**src/rtl/rs232_pkg.sv**
```systemverilog
// Shared definitions for the RS-232 frame transmit path: frame geometry and
// the arbiter state encoding.
package rs232_pkg;

  localparam int FRAME_BYTES    = 8;
  localparam int DEFAULT_DATA_W = FRAME_BYTES * 8;

  typedef enum logic [2:0] {
    IDLE  = 3'd0,
    LOAD  = 3'd1,
    START = 3'd2,
    WAIT  = 3'd3,
    GAP   = 3'd4
  } arb_state_e;

endpackage

```
**src/rtl/tx_frame_arbiter_rr_arb2.sv**
```systemverilog
// Two-way round-robin pick: a lone requester always wins, a tie goes to the
// requester that did not own the previous frame.
module rr_arb2 (
  input  logic valid0,
  input  logic valid1,
  input  logic last_grant,
  output logic grant,
  output logic grant_valid
);

  always_comb begin
    grant_valid = valid0 | valid1;
    grant       = 1'b0;
    if (valid0 && valid1) begin
      grant = ~last_grant;
    end else if (valid1) begin
      grant = 1'b1;
    end
  end

endmodule

```
**src/rtl/tx_frame_arbiter.sv**
```systemverilog
// Shares one 64-bit RS-232 frame transmitter between two block requesters:
// round-robin grant, start pulse, completion wait, idle gap and start timeout.
module tx_frame_arbiter
  import rs232_pkg::*;
#(
  parameter int DATA_W     = DEFAULT_DATA_W,
  parameter int GAP_CYCLES = 32,
  parameter int START_TMO  = 4096
) (
  input  logic              clk,
  input  logic              rst,
  input  logic              req0_valid,
  input  logic [DATA_W-1:0] req0_data,
  output logic              req0_ready,
  input  logic              req1_valid,
  input  logic [DATA_W-1:0] req1_data,
  output logic              req1_ready,
  output logic [DATA_W-1:0] tx_data,
  output logic              tx_start,
  input  logic              tx_busy,
  input  logic              tx_done,
  output logic              grant_id,
  output logic              busy,
  output logic              err_tmo,
  input  logic              err_clr
);

  localparam int GAP_W = $clog2(GAP_CYCLES + 1);
  localparam int TMO_W = $clog2(START_TMO + 1);
  localparam logic [GAP_W-1:0] GAP_LAST = GAP_W'(GAP_CYCLES - 1);
  localparam logic [TMO_W-1:0] TMO_LAST = TMO_W'(START_TMO - 1);
  localparam logic [TMO_W-1:0] TMO_MAX  = TMO_W'(START_TMO);

  arb_state_e        state_q, state_d;
  logic [DATA_W-1:0] tx_data_q, tx_data_d;
  logic              grant_id_q, grant_id_d;
  logic              last_grant_q, last_grant_d;
  logic              seen_busy_q, seen_busy_d;
  logic              err_tmo_q, err_tmo_d;
  logic [GAP_W-1:0]  gap_cnt_q, gap_cnt_d;
  logic [TMO_W-1:0]  wait_cnt_q, wait_cnt_d;
  logic              err_set;
  logic              arb_grant;
  logic              arb_valid;

  rr_arb2 u_rr_arb2 (
    .valid0      (req0_valid),
    .valid1      (req1_valid),
    .last_grant  (last_grant_q),
    .grant       (arb_grant),
    .grant_valid (arb_valid)
  );

  always_comb begin
    state_d      = state_q;
    tx_data_d    = tx_data_q;
    grant_id_d   = grant_id_q;
    last_grant_d = last_grant_q;
    seen_busy_d  = seen_busy_q;
    gap_cnt_d    = gap_cnt_q;
    wait_cnt_d   = wait_cnt_q;
    err_set      = 1'b0;

    case (state_q)
      IDLE: begin
        if (arb_valid) begin
          tx_data_d    = arb_grant ? req1_data : req0_data;
          grant_id_d   = arb_grant;
          last_grant_d = arb_grant;
          state_d      = LOAD;
        end
      end
      LOAD: state_d = START;
      START: begin
        wait_cnt_d  = '0;
        seen_busy_d = 1'b0;
        state_d     = WAIT;
      end
      WAIT: begin
        seen_busy_d = seen_busy_q | tx_busy;
        if (wait_cnt_q != TMO_MAX) begin
          wait_cnt_d = wait_cnt_q + 1'b1;
        end
        // Completion wins over a coincident timeout threshold.
        if (tx_done) begin
          gap_cnt_d = '0;
          state_d   = GAP;
        end else if (!seen_busy_q && (wait_cnt_q == TMO_LAST)) begin
          err_set   = 1'b1;
          gap_cnt_d = '0;
          state_d   = GAP;
        end
      end
      GAP: begin
        if (gap_cnt_q == GAP_LAST) begin
          state_d = IDLE;
        end else begin
          gap_cnt_d = gap_cnt_q + 1'b1;
        end
      end
      default: state_d = IDLE;
    endcase

    if (err_set) begin
      err_tmo_d = 1'b1;
    end else if (err_clr) begin
      err_tmo_d = 1'b0;
    end else begin
      err_tmo_d = err_tmo_q;
    end
  end

  always_ff @(posedge clk or posedge rst) begin
    if (rst) begin
      state_q      <= IDLE;
      tx_data_q    <= '0;
      grant_id_q   <= 1'b0;
      last_grant_q <= 1'b1;
      seen_busy_q  <= 1'b0;
      err_tmo_q    <= 1'b0;
      gap_cnt_q    <= '0;
      wait_cnt_q   <= '0;
    end else begin
      state_q      <= state_d;
      tx_data_q    <= tx_data_d;
      grant_id_q   <= grant_id_d;
      last_grant_q <= last_grant_d;
      seen_busy_q  <= seen_busy_d;
      err_tmo_q    <= err_tmo_d;
      gap_cnt_q    <= gap_cnt_d;
      wait_cnt_q   <= wait_cnt_d;
    end
  end

  assign req0_ready = (state_q == LOAD) && !grant_id_q;
  assign req1_ready = (state_q == LOAD) &&  grant_id_q;
  assign tx_start   = (state_q == START);
  assign busy       = (state_q != IDLE);
  assign tx_data    = tx_data_q;
  assign grant_id   = grant_id_q;
  assign err_tmo    = err_tmo_q;

endmodule

```
**config.mk**
```make
export PLATFORM = sky130hd
export DESIGN_NAME = tx_frame_arbiter
export DESIGN_NICKNAME = d
export VERILOG_FILES = /design/src/rtl/rs232_pkg.sv /design/src/rtl/tx_frame_arbiter_rr_arb2.sv /design/src/rtl/tx_frame_arbiter.sv
export SDC_FILE = /design/constraint.sdc
export NUM_CORES = 1
export LEC_CHECK = 0
export CORE_MARGIN = 10
export CORE_UTILIZATION = 37
export DETAILED_ROUTE_END_ITERATION = 8
export PLACE_DENSITY = 0.76
export SYNTH_ARGS = -nofsm -noshare
export SYNTH_HDL_FRONTEND = slang
export SYNTH_HIERARCHICAL = 1
export SYNTH_SLANG_ARGS = --single-unit
```
**constraint.sdc**
```tcl
create_clock -name clk -period 2.5 [get_ports clk]
set_input_delay 0.25 -clock clk [delete_from_list [all_inputs] [get_ports clk]]
set_output_delay 0.25 -clock clk [all_outputs]
set_load 0.05 [all_outputs]
```
## After elaboration in Yosys (flattened, before gate mapping)

Cells that the tools add are included.

- Register bits: 90
- Bits of input ports: 135
- Output and inout bits: 70

- $add $sub $neg: 2
- Eq/ne operators: 12
- Mux-type cells: 20
- Bitwise operators: 3
- Reduce and logical (&&, ||, !) cells: 15

Operators with widths:

| kind | number |
|---|---|
| $mux 64 | 1 |
| $pmux 13 s2 | 1 |
| $mux 6 | 3 |
| $pmux 3 s5 | 1 |
| $add 13x1->13 const B | 1 |
| $eq 13x12->1 const B | 1 |
| $mux 13 | 1 |
| $ne 13x13->1 const B | 1 |
| $mux 3 | 4 |
| $pmux 6 s2 | 1 |
| $ne 2x2->1 const B | 4 |
| $mux 1 | 7 |
| $add 6x1->6 const B | 1 |
| $eq 3x2->1 const B | 2 |
| $eq 6x5->1 const B | 1 |
| $reduce_and 3->1 | 2 |
| $reduce_bool 2->1 | 3 |
| $logic_and 1x1->1 | 4 |
| $reduce_and 2->1 | 2 |
| $eq 3x1->1 const B | 1 |
| $eq 3x3->1 const B | 1 |
| $logic_not 3->1 | 1 |
| $ne 3x3->1 const B | 1 |
| $reduce_bool 3->1 | 1 |
| other kinds (4) | 6 |

## Logic depth before layout (Yosys ltp)

Gate-level depths: netlist (run 1).

- Depth in word-level cells: 6
- Depth in mapped cells: 7
- Depth with buffers taken out: 6

## By module

Netlist (run 1), hierarchy kept.

Modules (own cells, without submodules):

| module | times used | cells an instance | area each (um2) |
|---|---|---|---|
| tx_frame_arbiter | 1 | 430 | 4336.7 |
| rr_arb2 | 1 | 2 | 13.8 |

## Worst setup path after synthesis (run 1)

OpenSTA, ideal clock, no wires.

- Kind: flip-flop to output port
- Start point: register grant_id_q (netlist: grant_id)
- End point: output port req1_ready
- Arrival time: 2.186 ns
- Path slack: 0.064 ns
- Stages on the path, launching flop included: 3
- Path buffers: 0
- Path through: dfrtp_1 > inv_1 > nor4_1

- Cells in the longest elaborated chain, start to end: 1

Ends and longest elaborated chain:

| what | RTL line | source |
|---|---|---|
| from (decl) | tx_frame_arbiter.sv:36 | `logic grant_id_q, grant_id_d;` |
| from (signal assigned) | tx_frame_arbiter.sv:126 | `grant_id_q <= grant_id_d;` |
| $logic_and 1x1->1 | tx_frame_arbiter.sv:136 | `assign req1_ready = (state_q == LOAD) && grant_id_q;` |
| to (decl) | tx_frame_arbiter.sv:17 | `output logic req1_ready,` |

Every way passes these cells.

## Worst setup path in the final report (run 1)

- Start point: register state_q[0]
- End point: output port busy

- Cells in the longest elaborated chain, start to end: 1

Ends and longest elaborated chain:

| what | RTL line | source |
|---|---|---|
| from (decl) | tx_frame_arbiter.sv:34 | `arb_state_e state_q, state_d;` |
| from (signal assigned) | tx_frame_arbiter.sv:124 | `state_q <= state_d;` |
| $reduce_bool 3->1 | tx_frame_arbiter.sv:138 | `assign busy = (state_q != IDLE);` |
| to (decl) | tx_frame_arbiter.sv:23 | `output logic busy,` |

Every way passes these cells.

==> results of run 1 <==
==> where the power goes <==
part | total (mW) | switching [mW] | internal [mW]
sequential | 2.50 | 0.419 | 2.08
combinational | 4.95 | 3.25 | 1.70
clock | 1.47 | 0.571 | 0.900
total | 8.92 | 4.24 | 4.68
==> layer usage <==
metal / GRT usage / wire (um)
met4: 0.0642 / 280
met5: 0 / 0
met3: 0.0776 / 1380
met1: 0.169 / 4960
met2: 0.281 / 7090
==> how the worst max path moves through the flow <==
stage	to	slack (ps)	cells after the start
floorplan	req1_ready	60	2
global placement	busy	600	2
detailed placement	busy	570	2
CTS	busy	190	2
global route	busy	140	2
finish	busy	200	2
==> layout make-up <==
class,count,area [um^2],area share
clock inverter,5,77.6,0.0114
timing repair buffer,208,2100,0.308
tap,143,179,0.0262
sequential,90,2250,0.330
multi-input combinational,303,1930,0.282
clock buffer,11,243,0.0355
inverter,13,52.6,0.00769
==> registers in the layout, summed over array words and instances, names as in the netlist <==
register	flops
wait_cnt_q	13
grant_id	1
gap_cnt_q	6
seen_busy_q	1
err_tmo	1
tx_data	64
state_q	3
last_grant_q	1
==> cell families (layout without fill, tap and decap cells) <==
kind of cell	count (synthesis)	after routing	synth area share
flops	90	90	0.518
xor+xnor	4	4	0.00805
fa+ha+maj	3	3	0.00863
simple gates	128	128	0.139
buf+inv	39	237	0.0420
mux	64	64	0.147
compound gates	104	104	0.137
==> metrics by stage <==
stage	total power, mW	hold WS (ps)	worst slack, ps
after floorplan	5.77	353	64.3
final	8.92	393	203
after global routing	9.41	432	141
after CTS	9.01	410	191
after detailed placement	7.50	498	568
after global placement	7.37	483	596
==> tightest hold or removal path: stages <==
cell and delay, ps:
clkdlybuf4s50_1 440, clkinvlp_4 90, buf_12 380
==> layout by cell type, fill, tap and decap left out, drive strengths merged, types with 3 or more instances in the layout <==
cell,count
clkdlybuf4s50,201
dfrtp,89
nor2,77
a21oi,72
mux2i,64
nand2,13
inv,12
o21ai,12
clkbuf,11
nand3,9
buf,7
nor4,5
nand4,4
xnor2,4
o31ai,3
o211ai,3
ha,3
a31oi,3
==> results by group, run 1 <==
Route
  – Drt via density: 5.12
  – Iter 0 DRT Violations: 213
  – Vias: 3954
  – Routed len/inst: 17.7 um
  – Drt pass-1 iters: 4
  – Remaining DRCs: 0
  – Final WL: 13700 um
  – DRT antenna net count: 0

Worst setup path
  – Maximum fanout along the worst path: 14
  – Critical path class: reg -> out
  – Crit path required time: 2250 ps
  – R2r setup slk: 600 ps
  – RR Endpoint: tx_data[48]$_DFFE_PP0P_
  – CP peak stage delay: 710 ps
  – Worst path cell trace: or3_4 > clkdlybuf4s50_1
  – CP startpoint kind: flip-flop
  – Length in cells of the worst reg-to-reg path: 5
  – Worst r2r src: state_q[0]$_DFFE_PP0P_
  – Critical path arrival: 2050 ps
  – Worst Path Buf+Inv: 1
  – CP delay by family, top: buffers and inverters
  – Setup crit start: state_q[0]$_DFFE_PP0P_
  – Critical path's slowest cell: clkdlybuf4s50_1
  – Crit path capture type: output pin

Logic synthesis
  – Yosys warning count: 6
  – Top post-synthesis cells by count: dfrtp_1, nor2_1, a21oi_1
  – Synth cell types: 49
  – Net Count, Synth: 570
  – Cell count after synthesis: 432
  – Sequential fraction of the synthesis area: 0.518
  – Mean post-synth cell area: 10.1 um^2
  – Most common cell in the netlist: dfrtp_1
  – Synth Cell Area: 0.00435 mm^2
  – Top-area cell type share of the netlist area: 0.512
  – Area leader, netlist: dfrtp_1
  – Synth top area cells: dfrtp_1, mux2i_1, a21oi_1
  – Predominant post-synthesis flop cell: dfrtp_1
  – Async S/R FF share, synth: 1.00
  – Number of synthesized flops with an enable pin: 0
  – Synthesized flop and latch total: 90

Timing
  – Achievable Freq: 435 MHz
  – Slew HR: 0.614
  – Unrepaired setup endpoints after global routing: no
  – Period Utilization, post-route: 0.919
  – Hold Violations, Final: 0
  – Worst-Margin Slew: 576 ps
  – Post-route setup TNS: 0 ps
  – Max-slew violations: 0
  – Fin crit period: 2300 ps
  – Setup Skew: 7.90 ps
  – Final-report setup violation count: 0

Cells and area
  – Filler cells: 971
  – Final nets: 763
  – Ratio of cells with drive above 1 in the final layout: 0.0508
  – Finished Cell Area: 0.00683 mm^2
  – Final core utilization: 0.596
  – Area growth syn-to-layout: 57.1%
  – Antenna cells: 0
  – Final Non-Filler Cells: 773

Floorplanning
  – Total die area: 0.0165 mm^2
  – Initial Utilization: 0.379
  – Die Span Y: 128 um
  – CORE AREA: 0.0115 mm^2
  – Rows: 39
  – Io pins: 205
  – Die W: 128 um

Placement
  – Placed Area: 0.00651 mm^2
  – HPWL after DPL: 10500 um
  – Dpl cells: 757
  – IO Port Bufs: 204
  – Routability cong.: 0.776

Clocking
  – Hold Buf Count CTS: 0
  – CTS Root Cell: clkbuf_16
  – Post-CTS Resized: 0
  – Clock Latency Late Sink: 340 ps
  – Post-CTS Setup Bufs: 0
  – Max Root-Sink Buffers: 2
  – Clk pin slew, worst setup/hold paths: 60 ps
  – CTS H-tree depth: 3
  – Cts bufs inserted: 9
  – TritonCTS clock tree: done
  – # clock sinks: 90

Global routing
  – Gr usage total: 0.164
  – Largest net degree at the start of global routing: 132
  – GR Overflow Total: 0
  – Vias in the first global route: 4241
  – First-pass GRT wire length: 21800 um
  – Initial antenna violation count: 0

Power
  – Leak Pwr: 2.83 nW
  – Max rail drop VDD: 1.57 mV
  – Power per cell area: 1310 mW/mm^2

Job
  – Max cap viols: 0

Hold path
  – HP Class: in -> async

Run status
  – Status: finished clean
No activity file was read; power rests on OpenSTA's default activity.
==> run 2, diff against run 1 <==
--- a/config.mk
+++ b/config.mk
@@ -5,10 +5,11 @@
 export SDC_FILE = /design/constraint.sdc
 export NUM_CORES = 1
 export LEC_CHECK = 0
-export CORE_MARGIN = 10
+export CORE_MARGIN = 1.5
 export CORE_UTILIZATION = 37
 export DETAILED_ROUTE_END_ITERATION = 8
 export PLACE_DENSITY = 0.76
+export SETUP_SLACK_MARGIN = 0.2
 export SYNTH_ARGS = -nofsm -noshare
 export SYNTH_HDL_FRONTEND = slang
 export SYNTH_HIERARCHICAL = 1
==> run 2 against run 1 <==
Utilization is 0.88 points higher; register-to-register slack worse by 20 ps; critical path depth increased by 1; combinational power hardly changed; first-iteration DRC count rose by 5.2%; via count fell by 0.53%; hold slack got worse by 220 ps; clock skew is essentially flat; critical endpoint is now tx_start; highest routed layer unchanged.
==> results by group, run 2 (synthesis gave the netlist of run 1 again) <==
Floorplanning
  – CORE AREA: 0.0114 mm^2
  – Die W: 111 um
  – Rows: 39
  – Die Span Y: 111 um
  – Io pins: 205
  – Total die area: 0.0124 mm^2
  – Initial Utilization: 0.381

Clocking
  – Max Root-Sink Buffers: 2
  – CTS Root Cell: clkbuf_16
  – Clock Latency Late Sink: 340 ps
  – CTS H-tree depth: 3
  – Post-CTS Setup Bufs: 0
  – Cts bufs inserted: 9
  – Clk pin slew, worst setup/hold paths: 70 ps
  – Hold Buf Count CTS: 0
  – # clock sinks: 90
  – TritonCTS clock tree: done

Power
  – Power per cell area: 1290 mW/mm^2
  – Max rail drop VDD: 0.870 mV
  – Leak Pwr: 2.87 nW
  – Total power: 8.89 mW

Worst setup path
  – Crit path capture type: output pin
  – Critical path class: reg -> out
  – Critical path arrival: 1890 ps
  – CP startpoint kind: flip-flop
  – Worst r2r src: state_q[1]$_DFFE_PP0P_
  – Maximum fanout along the worst path: 14
  – Crit path required time: 2250 ps
  – Setup crit start: state_q[1]$_DFFE_PP0P_

Hold path
  – HP Class: in -> async

Timing
  – Period Utilization, post-route: 0.854
  – Max-slew violations: 0
  – Hold Violations, Final: 0
  – Setup Skew: 7.45 ps
  – Unrepaired setup endpoints after global routing: no
  – Final-report setup violation count: 0
  – Achievable Freq: 468 MHz
  – Fin crit period: 2140 ps
  – Worst-Margin Slew: 547 ps
  – Slew HR: 0.634
  – Post-route setup TNS: 0 ps

Route
  – Final WL: 12100 um
  – Drt via density: 5.06
  – Iter 0 DRT Violations: 224
  – Drt pass-1 iters: 4
  – Remaining DRCs: 0
  – DRT antenna net count: 0
  – Vias: 3933
  – Routed len/inst: 15.6 um

Global routing
  – GR Overflow Total: 0
  – Initial antenna violation count: 0
  – M1 GR Usage: 0.241
  – Grt met3 use: 0.0555
  – Vias in the first global route: 4006
  – GR peak layer: met2
  – Largest net degree at the start of global routing: 91
  – Gr usage total: 0.199
  – Met2 usage: 0.346
  – First-pass GRT wire length: 20000 um

Cells and area
  – Ratio of cells with drive above 1 in the final layout: 0.0630
  – Final Non-Filler Cells: 778
  – Antenna cells: 0
  – Filler cells: 985
  – Max reg flops: 64
  – Area growth syn-to-layout: 58.7%
  – Final nets: 768
  – Commonest non-fill, non-tap cells in the layout: clkdlybuf4s50_1, dfrtp_1, nor2_1
  – Most common cell after layout, fill and taps aside: clkdlybuf4s50_1

Placement
  – Routability cong.: 0.800
  – IO Port Bufs: 204
  – Dpl cells: 762
  – HPWL after DPL: 9030 um

Run status
  – Status: finished clean

Job
  – Max cap viols: 0
==> run 2: power breakdown <==
group          internal [mW]  switching [mW]
combinational           1.73            3.20
sequential              2.08           0.417
clock                  0.907           0.566
total                   4.71            4.18
==> run 2: layout make-up <==
class | instances | area, um^2 | area share
flip-flops and latches | 90 | 2250 | 0.326
inverters | 13 | 52.6 | 0.00761
well taps | 143 | 179 | 0.0259
clock buffers | 10 | 239 | 0.0346
clock inverters | 6 | 87.6 | 0.0127
multi-input cells | 303 | 1940 | 0.281
repair buffers | 213 | 2150 | 0.312
==> run 2: metrics by stage <==
| step | instance area (um^2) | hold slack (ps) | utilization | setup WS (ps) |
|---|---|---|---|---|
| after floorplan | 4370 | 353 | - | 561 |
| after global placement | 6580 | 485 | 0.576 | 527 |
| after detailed placement | 6580 | 498 | 0.576 | 496 |
| after CTS | 6900 | 160 | 0.604 | 210 |
| after global routing | 6900 | 163 | 0.605 | 200 |
| final | 6900 | 169 | 0.605 | 365 |
==> run 2: path summary, 6_finish.rpt <==
kind                                             to  slack (ps)  depth (start not counted)
min in group clk                err_tmo$_DFFE_PP0P_         480                          2
max                                        tx_start         360                          3
max reg2reg                gap_cnt_q[3]$_DFFE_PP0P_         580                          4
max in group asynchronous  last_grant_q$_DFFE_PP1P_        1760                          3
min reg2reg                 seen_busy_q$_DFFE_PP0P_         510                          2
min                          tx_data[1]$_DFFE_PP0P_         170                          2
==> run 2: critical path, cell delays in order (launching register included) <==
cell	delay [ps]
dfrtp_1	560
nand2b_1	360
nor2_1	360
buf_4	260
==> run 2: routing by layer <==
layer / routed length, um / share of wire / vias up
li1: - / - / 1918
met1: 5050 / 0.42 / 1842
met2: 6070 / 0.50 / 154
met3: 823 / 0.068 / 19
met4: 196 / 0.016 / 0
met5: 0 / 0 / -
==> run 2: timing repair <==
action                                 CTS  global route
setup endpoints to repair                0             1
resized for setup                        0             1
endpoints found under the hold margin    0             0
==> run 3, diff against run 2 <==
==> constraint.sdc (replaced) <==
create_clock -name clk -period 2.5 [get_ports clk]
set_input_delay 0.375 -clock clk [delete_from_list [all_inputs] [get_ports clk]]
set_output_delay 0.375 -clock clk [all_outputs]
set_load 0.005 [all_outputs]
==> run 3 against run 2 <==
First-iteration DRC count is 17% lower; die area did not move; routed wire length shrank 2.8%; sequential power hardly changed; fmax down 4.7%; clock skew is 3.8 ps lower; cell area is 0.45% lower; hold slack better by 210 ps; combinational power is 37% lower; worst setup slack worse by 100 ps; sequential cell count did not move; total power decreased by 21%; critical path type unchanged; largest power group unchanged.
==> results by group, run 3 (synthesis gave the netlist of run 1 again) <==
Run status
  – Status: finished clean

Timing
  – Final-report setup violation count: 0
  – Period Utilization, post-route: 0.896
  – Post-route setup TNS: 0 ps
  – Max-slew violations: 0
  – Hold Violations, Final: 0
  – Setup Skew: 3.68 ps
  – Achievable Freq: 446 MHz
  – Fin crit period: 2240 ps
  – Unrepaired setup endpoints after global routing: no
  – Slew HR: 0.656
  – Worst-Margin Slew: 514 ps

Global routing
  – Vias in the first global route: 3937
  – Initial antenna violation count: 0
  – GR Overflow Total: 0
  – Largest net degree at the start of global routing: 81
  – Gr usage total: 0.194
  – First-pass GRT wire length: 19400 um

Power
  – Power per cell area: 1020 mW/mm^2
  – Max rail drop VDD: 0.947 mV
  – Total power: 7.04 mW
  – Leak Pwr: 2.84 nW

Clocking
  – Clk pin slew, worst setup/hold paths: 60 ps
  – Cts bufs inserted: 9
  – Hold Buf Count CTS: 0
  – Post-CTS Setup Bufs: 0
  – CTS H-tree depth: 3
  – CTS Root Cell: clkbuf_16
  – Post-CTS Resized: 1
  – Max Root-Sink Buffers: 2
  – TritonCTS clock tree: done
  – # clock sinks: 90
  – Clock Latency Late Sink: 340 ps

Hold path
  – HP Class: in -> async

Placement
  – Placed Area: 0.00655 mm^2
  – IO Port Bufs: 204
  – Dpl cells: 761
  – HPWL after DPL: 8680 um
  – Routability cong.: 0.806

Worst setup path
  – Maximum fanout along the worst path: 10
  – CP startpoint kind: flip-flop
  – Crit path capture type: output pin
  – Worst Path Buf+Inv: 1
  – Crit path required time: 2120 ps
  – Critical path class: reg -> out
  – Critical path arrival: 1870 ps
  – CP delay by family, top: buffers and inverters
  – R2r setup slk: 560 ps
  – Worst path cell trace: nand2b_1 > nor2_2 > clkdlybuf4s50_1
  – CP peak stage delay: 560 ps
  – Critical path's slowest cell: clkdlybuf4s50_1

Floorplanning
  – Initial Utilization: 0.381
  – CORE AREA: 0.0114 mm^2
  – Rows: 39
  – Die Span Y: 111 um
  – Io pins: 205
  – Total die area: 0.0124 mm^2
  – Die W: 111 um

Cells and area
  – Ratio of cells with drive above 1 in the final layout: 0.0506
  – Commonest non-fill, non-tap cells in the layout: clkdlybuf4s50_1, dfrtp_1, nor2_1
  – Max reg flops: 64
  – Most common cell after layout, fill and taps aside: clkdlybuf4s50_1
  – Final Non-Filler Cells: 776
  – Finished Cell Area: 0.00687 mm^2
  – Area growth syn-to-layout: 58.0%
  – Final nets: 767
  – Antenna cells: 0

Route
  – Routed len/inst: 15.2 um
  – Drt via density: 5.15
  – Iter 0 DRT Violations: 185
  – Remaining DRCs: 0
  – DRT antenna net count: 0
  – Drt pass-1 iters: 4
  – Final WL: 11800 um
  – Vias: 3993

Job
  – Max cap viols: 0
run 3: worst reg2reg max path, cell delays in order (launching register included):
cell,delay (ps)
dfrtp_1,420
ha_1,260
nand3_2,190
or4b_4,640
a2bb2oi_4,200
o211ai_1,110
run 3: layout make-up:
class | instances | area (um^2)
inverter | 13 | 52.6
fill | 969 | 4550
multi-input combinational | 303 | 1930
clock buffer | 13 | 260
clock inverter | 2 | 60.1
timing repair buffer | 212 | 2140
tap | 143 | 179
sequential | 90 | 2250
run 3: per-stage QoR:
stage          setup WS, ps  hold slack [ps]   util
2_1_floorplan           826              460      -
3_3_place_gp            524              483  0.574
3_5_place_dp            454              490  0.574
4_1_cts                 271              385  0.602
5_1_grt                 203              408  0.602
6_report                260              379  0.602
run 3: per-layer routing:
layer,share of wire,up-vias,global-route usage
met1,0.40,1899,0.228
met2,0.50,153,0.319
met4,0.023,0,0.0844
li1,-,1918,-
met3,0.076,23,0.0702
met5,0,-,0
run 3: path summary, 6_finish.rpt:
check / from / end / cells past startpoint
min reg2reg: seen_busy_q$_DFFE_PP0P_ / seen_busy_q$_DFFE_PP0P_ / 2
max: state_q[2]$_DFFE_PP0P_ / tx_start / 3
min in group clk: seen_busy_q$_DFFE_PP0P_ / seen_busy_q$_DFFE_PP0P_ / 2
min: rst / state_q[2]$_DFFE_PP0P_ / 2
max in group asynchronous: rst / tx_data[18]$_DFFE_PP0P_ / 3
max reg2reg: wait_cnt_q[0]$_DFFE_PP0P_ / gap_cnt_q[3]$_DFFE_PP0P_ / 5
run 3: power breakdown:
| group | switching (mW) | internal [mW] |
|---|---|---|
| Combinational | 1.37 | 1.74 |
| Clock | 0.539 | 0.925 |
| Sequential | 0.379 | 2.08 |
